File: config.mk
export PLATFORM = sky130hd
export DESIGN_NAME = fifo_stream_reader
export DESIGN_NICKNAME = d
export VERILOG_FILES = /design/src/rtl/fifo_pkg.sv /design/src/rtl/fifo_stream_reader_skid_buffer.sv /design/src/rtl/fifo_stream_reader.sv
export SDC_FILE = /design/constraint.sdc
export NUM_CORES = 1
export LEC_CHECK = 0
export CORE_MARGIN = 10
export CORE_UTILIZATION = 44
export CTS_CLUSTER_DIAMETER = 60
export CTS_CLUSTER_SIZE = 12
export DETAILED_ROUTE_END_ITERATION = 10
export PLACE_DENSITY = 0.76
export RECOVER_POWER = 100
export SKIP_CTS_REPAIR_TIMING = 1
export SYNTH_ARGS = -nofsm -noshare
export SYNTH_HDL_FRONTEND = slang
export SYNTH_SLANG_ARGS = --single-unit
File: constraint.sdc
create_clock -name clk -period 2.2 [get_ports clk]
set_input_delay 0.44 -clock clk [delete_from_list [all_inputs] [get_ports clk]]
set_output_delay 0.44 -clock clk [all_outputs]
set_load 0.1 [all_outputs]
File: src/rtl/fifo_pkg.sv
// Shared types for the FIFO read-side stream engine: occupancy type, reader FSM states
// and the output buffer depth.
package fifo_pkg;

  typedef logic [1:0] occ_t;

  typedef enum logic [1:0] {
    IDLE   = 2'd0,
    STREAM = 2'd1,
    DRAIN  = 2'd2
  } reader_state_t;

  localparam int BUF_ENTRIES = 2;

endpackage

File: src/rtl/fifo_stream_reader_skid_buffer.sv
// Two-entry in-order skid buffer. The head register drives the stream output directly;
// push and pop may occur in the same cycle.
module stream_skid_buffer
  import fifo_pkg::*;
#(
  parameter int W = 17
) (
  input  logic         clk,
  input  logic         reset,
  input  logic         push,
  input  logic         pop,
  input  logic [W-1:0] din,
  output logic [W-1:0] head,
  output occ_t         occ
);

  logic [W-1:0] head_q;
  logic [W-1:0] tail_q;
  occ_t         occ_q;

  // The caller's credit accounting never pushes into a full buffer without a pop.
  always_ff @(posedge clk or negedge reset) begin
    if (!reset) begin
      head_q <= '0;
      tail_q <= '0;
      occ_q  <= '0;
    end else begin
      case ({push, pop})
        2'b10: begin
          if (occ_q == 2'd0) head_q <= din;
          else               tail_q <= din;
          occ_q <= occ_q + 2'd1;
        end
        2'b01: begin
          head_q <= tail_q;
          occ_q  <= occ_q - 2'd1;
        end
        2'b11: begin
          if (occ_q == 2'd2) begin
            head_q <= tail_q;
            tail_q <= din;
          end else begin
            head_q <= din;
          end
        end
        default: ;
      endcase
    end
  end

  assign head = head_q;
  assign occ  = occ_q;

endmodule

File: src/rtl/fifo_stream_reader.sv
// Read-side engine for a FifoController buffer: credit-based prefetch from the RAM into a
// 2-entry skid buffer feeding a valid/ready stream. Optional frame tagging via FIFO_READER_LAST_EN.
module fifo_stream_reader
  import fifo_pkg::*;
#(
  parameter int DEPTH     = 4,
  parameter int WIDTH     = 16,
  parameter int FRAME_LEN = 8
) (
  input  logic             clk,
  input  logic             reset,
  input  logic             enable,
  input  logic             fifo_empty,
  input  logic [DEPTH-1:0] fifo_read_addr,
  output logic             fifo_read_enable,
  output logic [DEPTH-1:0] mem_raddr,
  input  logic [WIDTH-1:0] mem_rdata,
  output logic             m_valid,
  input  logic             m_ready,
  output logic [WIDTH-1:0] m_data,
  output logic             m_last
);

  logic          inflight;
  logic          handshake;
  logic          last_in;
  logic [2:0]    occ_next;
  logic [WIDTH:0] head;
  occ_t          occ;
  reader_state_t state;
  reader_state_t state_next;

  assign m_valid   = (occ != 2'd0);
  assign handshake = m_valid & m_ready;

  // Credit counts the slot freed by this cycle's handshake so a steady stream pops every cycle.
  assign occ_next         = {1'b0, occ} + {2'b0, inflight} - {2'b0, handshake};
  assign fifo_read_enable = enable & ~fifo_empty & (occ_next < 3'(BUF_ENTRIES));
  assign mem_raddr        = fifo_read_addr + DEPTH'(1);

  always_ff @(posedge clk or negedge reset) begin
    if (!reset) inflight <= 1'b0;
    else        inflight <= fifo_read_enable;
  end

  stream_skid_buffer #(
    .W(WIDTH + 1)
  ) u_buffer (
    .clk  (clk),
    .reset(reset),
    .push (inflight),
    .pop  (handshake),
    .din  ({last_in, mem_rdata}),
    .head (head),
    .occ  (occ)
  );

  assign m_data = head[WIDTH-1:0];
  assign m_last = head[WIDTH];

`ifdef FIFO_READER_LAST_EN
  logic [15:0] frame_count;

  // Words are tagged on entry; the buffer is in order, so this equals the handshake count.
  always_ff @(posedge clk or negedge reset) begin
    if (!reset)        frame_count <= '0;
    else if (inflight) frame_count <= last_in ? 16'd0 : frame_count + 16'd1;
  end

  assign last_in = (frame_count == 16'(FRAME_LEN - 1));
`else
  assign last_in = 1'b0;
`endif

  always_comb begin
    state_next = STREAM;
    if ((occ_next == 3'd0) && !fifo_read_enable) state_next = IDLE;
    else if (!enable)                            state_next = DRAIN;
  end

  always_ff @(posedge clk or negedge reset) begin
    if (!reset) state <= IDLE;
    else        state <= state_next;
  end

endmodule

==> results.toml <==
[status]
outcome = "finished with violations"
violations = "setup timing"

[setup_path]
end_kind = "output port"
critPathMaxStageDelay_ns = 0.52
r2r_cells = 7
critPathTopFamily = "simple AND/OR/NAND/NOR gates"
required_ns = 1.76
r2r_end = "u_buffer.tail_q[1]"
r2r_slack_ns = 0.01
worst_r2r_startpoint = "u_buffer.occ[0]"
crit_chain = "and3b_2 -> a21oi_2 -> nand2b_4 -> fa_2 -> nand2_2 -> nor3_4 -> buf_12"
cp-start-kind = "register"
arrival_ns = 2.10
path_class = "register to output port"
critPathSlowestCell = "fa_2"
crit_fanout = 2
worst-path-buf-inv = 1

[die]
io_pins = 48
core_um2 = 4029
die-area_um2 = 7207
die_w_um = 84.90
start_util_pct = 45.99
die_h_um = 84.90
fp-row-count = 23

[sta]
finalHoldViolations = 0
fin_crit_sh_pct = 115.4
final_max_slew_viol_count = 0
setup_slack_ns = -0.3397
fmax_mhz = 393.8
setup_violations = 2
slew_headroom_pct = 40.89
rsz0062_at_grt = "yes"
skew_ns = 0.006017
setup-tns-final_ns = -0.4596
fin_crit_ns = 2.540
tightest_slew_ns = 0.8867

[hold_path]
hold_path_end = "u_buffer.tail_q[0]"
hold_start = "u_buffer.tail_q[0]"
hp-class = "register to register"
whs_path_depth = 1

[synth]
synth_compound_area_share_pct = 12.76
synth_top_family_by_area = "simple AND/OR/NAND/NOR gates"
syn_area_um2 = 1853
synthesis.nets = 185
yosysWarnings = 0
synthMuxAreaShare_pct = 12.29
synthTopCellsByArea = "dfrtp_1 47%, mux2_4 8.1%, a31oi_1 5.1%"
yosys_register_bits = 35
synth_top_area_cell = "dfrtp_1"
synth_area_per_cell_um2 = 11.73
synth_fa_ha_area_share_pct = 1.756
synth_xor_area_share_pct = 1.891
ys_seq_area_share_pct = 47.27
synthCells = 158
synthSimpleGateAreaFrac_pct = 15.26
ys_types = 39
netlist.area_leader.share_pct = 47.27

[grt]
grt_usage_pct = 13.89
grt_max_degree = 36
overflow = 0
grt_pass1_wl_mm = 8.280
grt_pass1_vias = 1555
antenna_found_initial = 0

[clocking]
path_clk_slew_ns = 0.07
cts_sinks = 35
clk_path_buf_depth = 2
cts_tree = "built"
htree_levels = 2
insertion_delay_ns = 0.29
cts_made_buffers = 5
clock-root-buffer = "clkbuf_8"

[cells_and_area]
nFillCells = 332
final_cell_mix = "35 x dfrtp_1, 22 x clkdlybuf4s50_1, 17 x clkbuf_2"
seq_area_um2 = 875.8
num-nets-final = 242
antenna_cells = 0
final_common_cell = "dfrtp_1"
drive_above_1_share_pct = 36.57
multi_input_area_um2 = 860.8
area_growth_pct = 34.91

[place]
place_congestion = 0.7376
dp.final_hpwl_mm = 3.500
io_buffers = 46

[detailed_routing]
avgViaCountPerCell = 5.492
antenna_left = 0
wl_mm = 4.801
drt-pass1-iter-count = 4
drc = 0
num_vias = 1461
wire_per_inst_um = 18.05
detail_route.iter0.violations = 145

[flow_run]
cap_violations = 0
-- stage by stage --
step	std cells	setup WS [ns]	hold slack (ns)	utilization, %	area (um2)
final	266	-0.3397	0.5101	62.05	2500
after global routing	266	-0.4432	0.5280	62.05	2500
after CTS	265	-0.5626	0.5082	62.95	2536
after detailed placement	257	-0.5581	0.4929	60.03	2419
after global placement	257	-0.4721	0.4873	60.03	2419
after floorplan	158	-0.5840	0.1444	-	1896
-- area by class of cell --
class                      count  share of cell area [%]
multi-input combinational    107                   34.43
tap                           50                   2.503
timing repair buffer          63                   22.57
sequential                    35                   35.04
clock buffer                   6                   3.303
inverter                       3                  0.7508
clock inverter                 2                   1.401
-- synth_stat cells --
master and number:
dlymetal6s2s_1 1, nor2_8 1, o21ai_1 2, nand2_1 2
or2_1 1, nand3_4 1, a21oi_1 4, buf_2 1
nand3_1 16, conb_1 1, a21bo_4 1, a21boi_2 1
nand2b_1 2, inv_1 2, inv_8 1, o21a_2 1
clkbuf_1 1, clkbuf_8 3, mux2_2 6, o221a_2 1
and4_2 1, a31oi_1 15, and3b_2 1, nand3b_1 1
nor3b_4 1, ha_1 1, nor3_1 17, buf_8 1
xor2_1 2, buf_6 4, dfrtp_1 35, fa_1 1
nor3b_1 1, mux2_4 10, buf_4 1, o21ai_0 13
clkdlybuf4s15_1 1, xnor2_1 2, mux2i_1 1
-- cells by family (layout without fill, tap and decap cells) --
| family | after synthesis | in the layout |
|---|---|---|
| adders and majority gates | 2 | 2 |
| muxes | 17 | 17 |
| and+or+nand+nor | 45 | 45 |
| DFF | 35 | 35 |
| buffers and inverters | 16 | 74 |
| AOI/OAI and AO/OA | 38 | 38 |
| other | 1 | 1 |
| xor gates and xnor gates | 4 | 4 |
-- state kept, by name, summed over array words and instances (netlist names) --
name,cells
inflight,1
u_buffer.head,16
u_buffer.occ,2
u_buffer.tail_q,16
-- per-layer routing --
metal	global-route usage [%]	routed length (um)
met1	17.97	2098
met2	21.41	2391
met3	4.398	246
met4	4.641	64
met5	0	0
-- worst max-delay path by stage --
stage / from / to / slack, ns / cells past startpoint
3_5_place_dp: m_ready / fifo_read_enable / -0.56 / 8
6_report: u_buffer.occ[0] / fifo_read_enable / -0.34 / 7
4_1_cts: m_ready / fifo_read_enable / -0.56 / 8
5_1_grt: u_buffer.occ[0] / fifo_read_enable / -0.44 / 7
2_1_floorplan: u_buffer.occ[0] / fifo_read_enable / -0.58 / 7
3_3_place_gp: m_ready / fifo_read_enable / -0.47 / 8
Power is left out: the tool's default activity adds up to more than one toggle a clock period on the data nets, which glitch-free logic cannot reach.
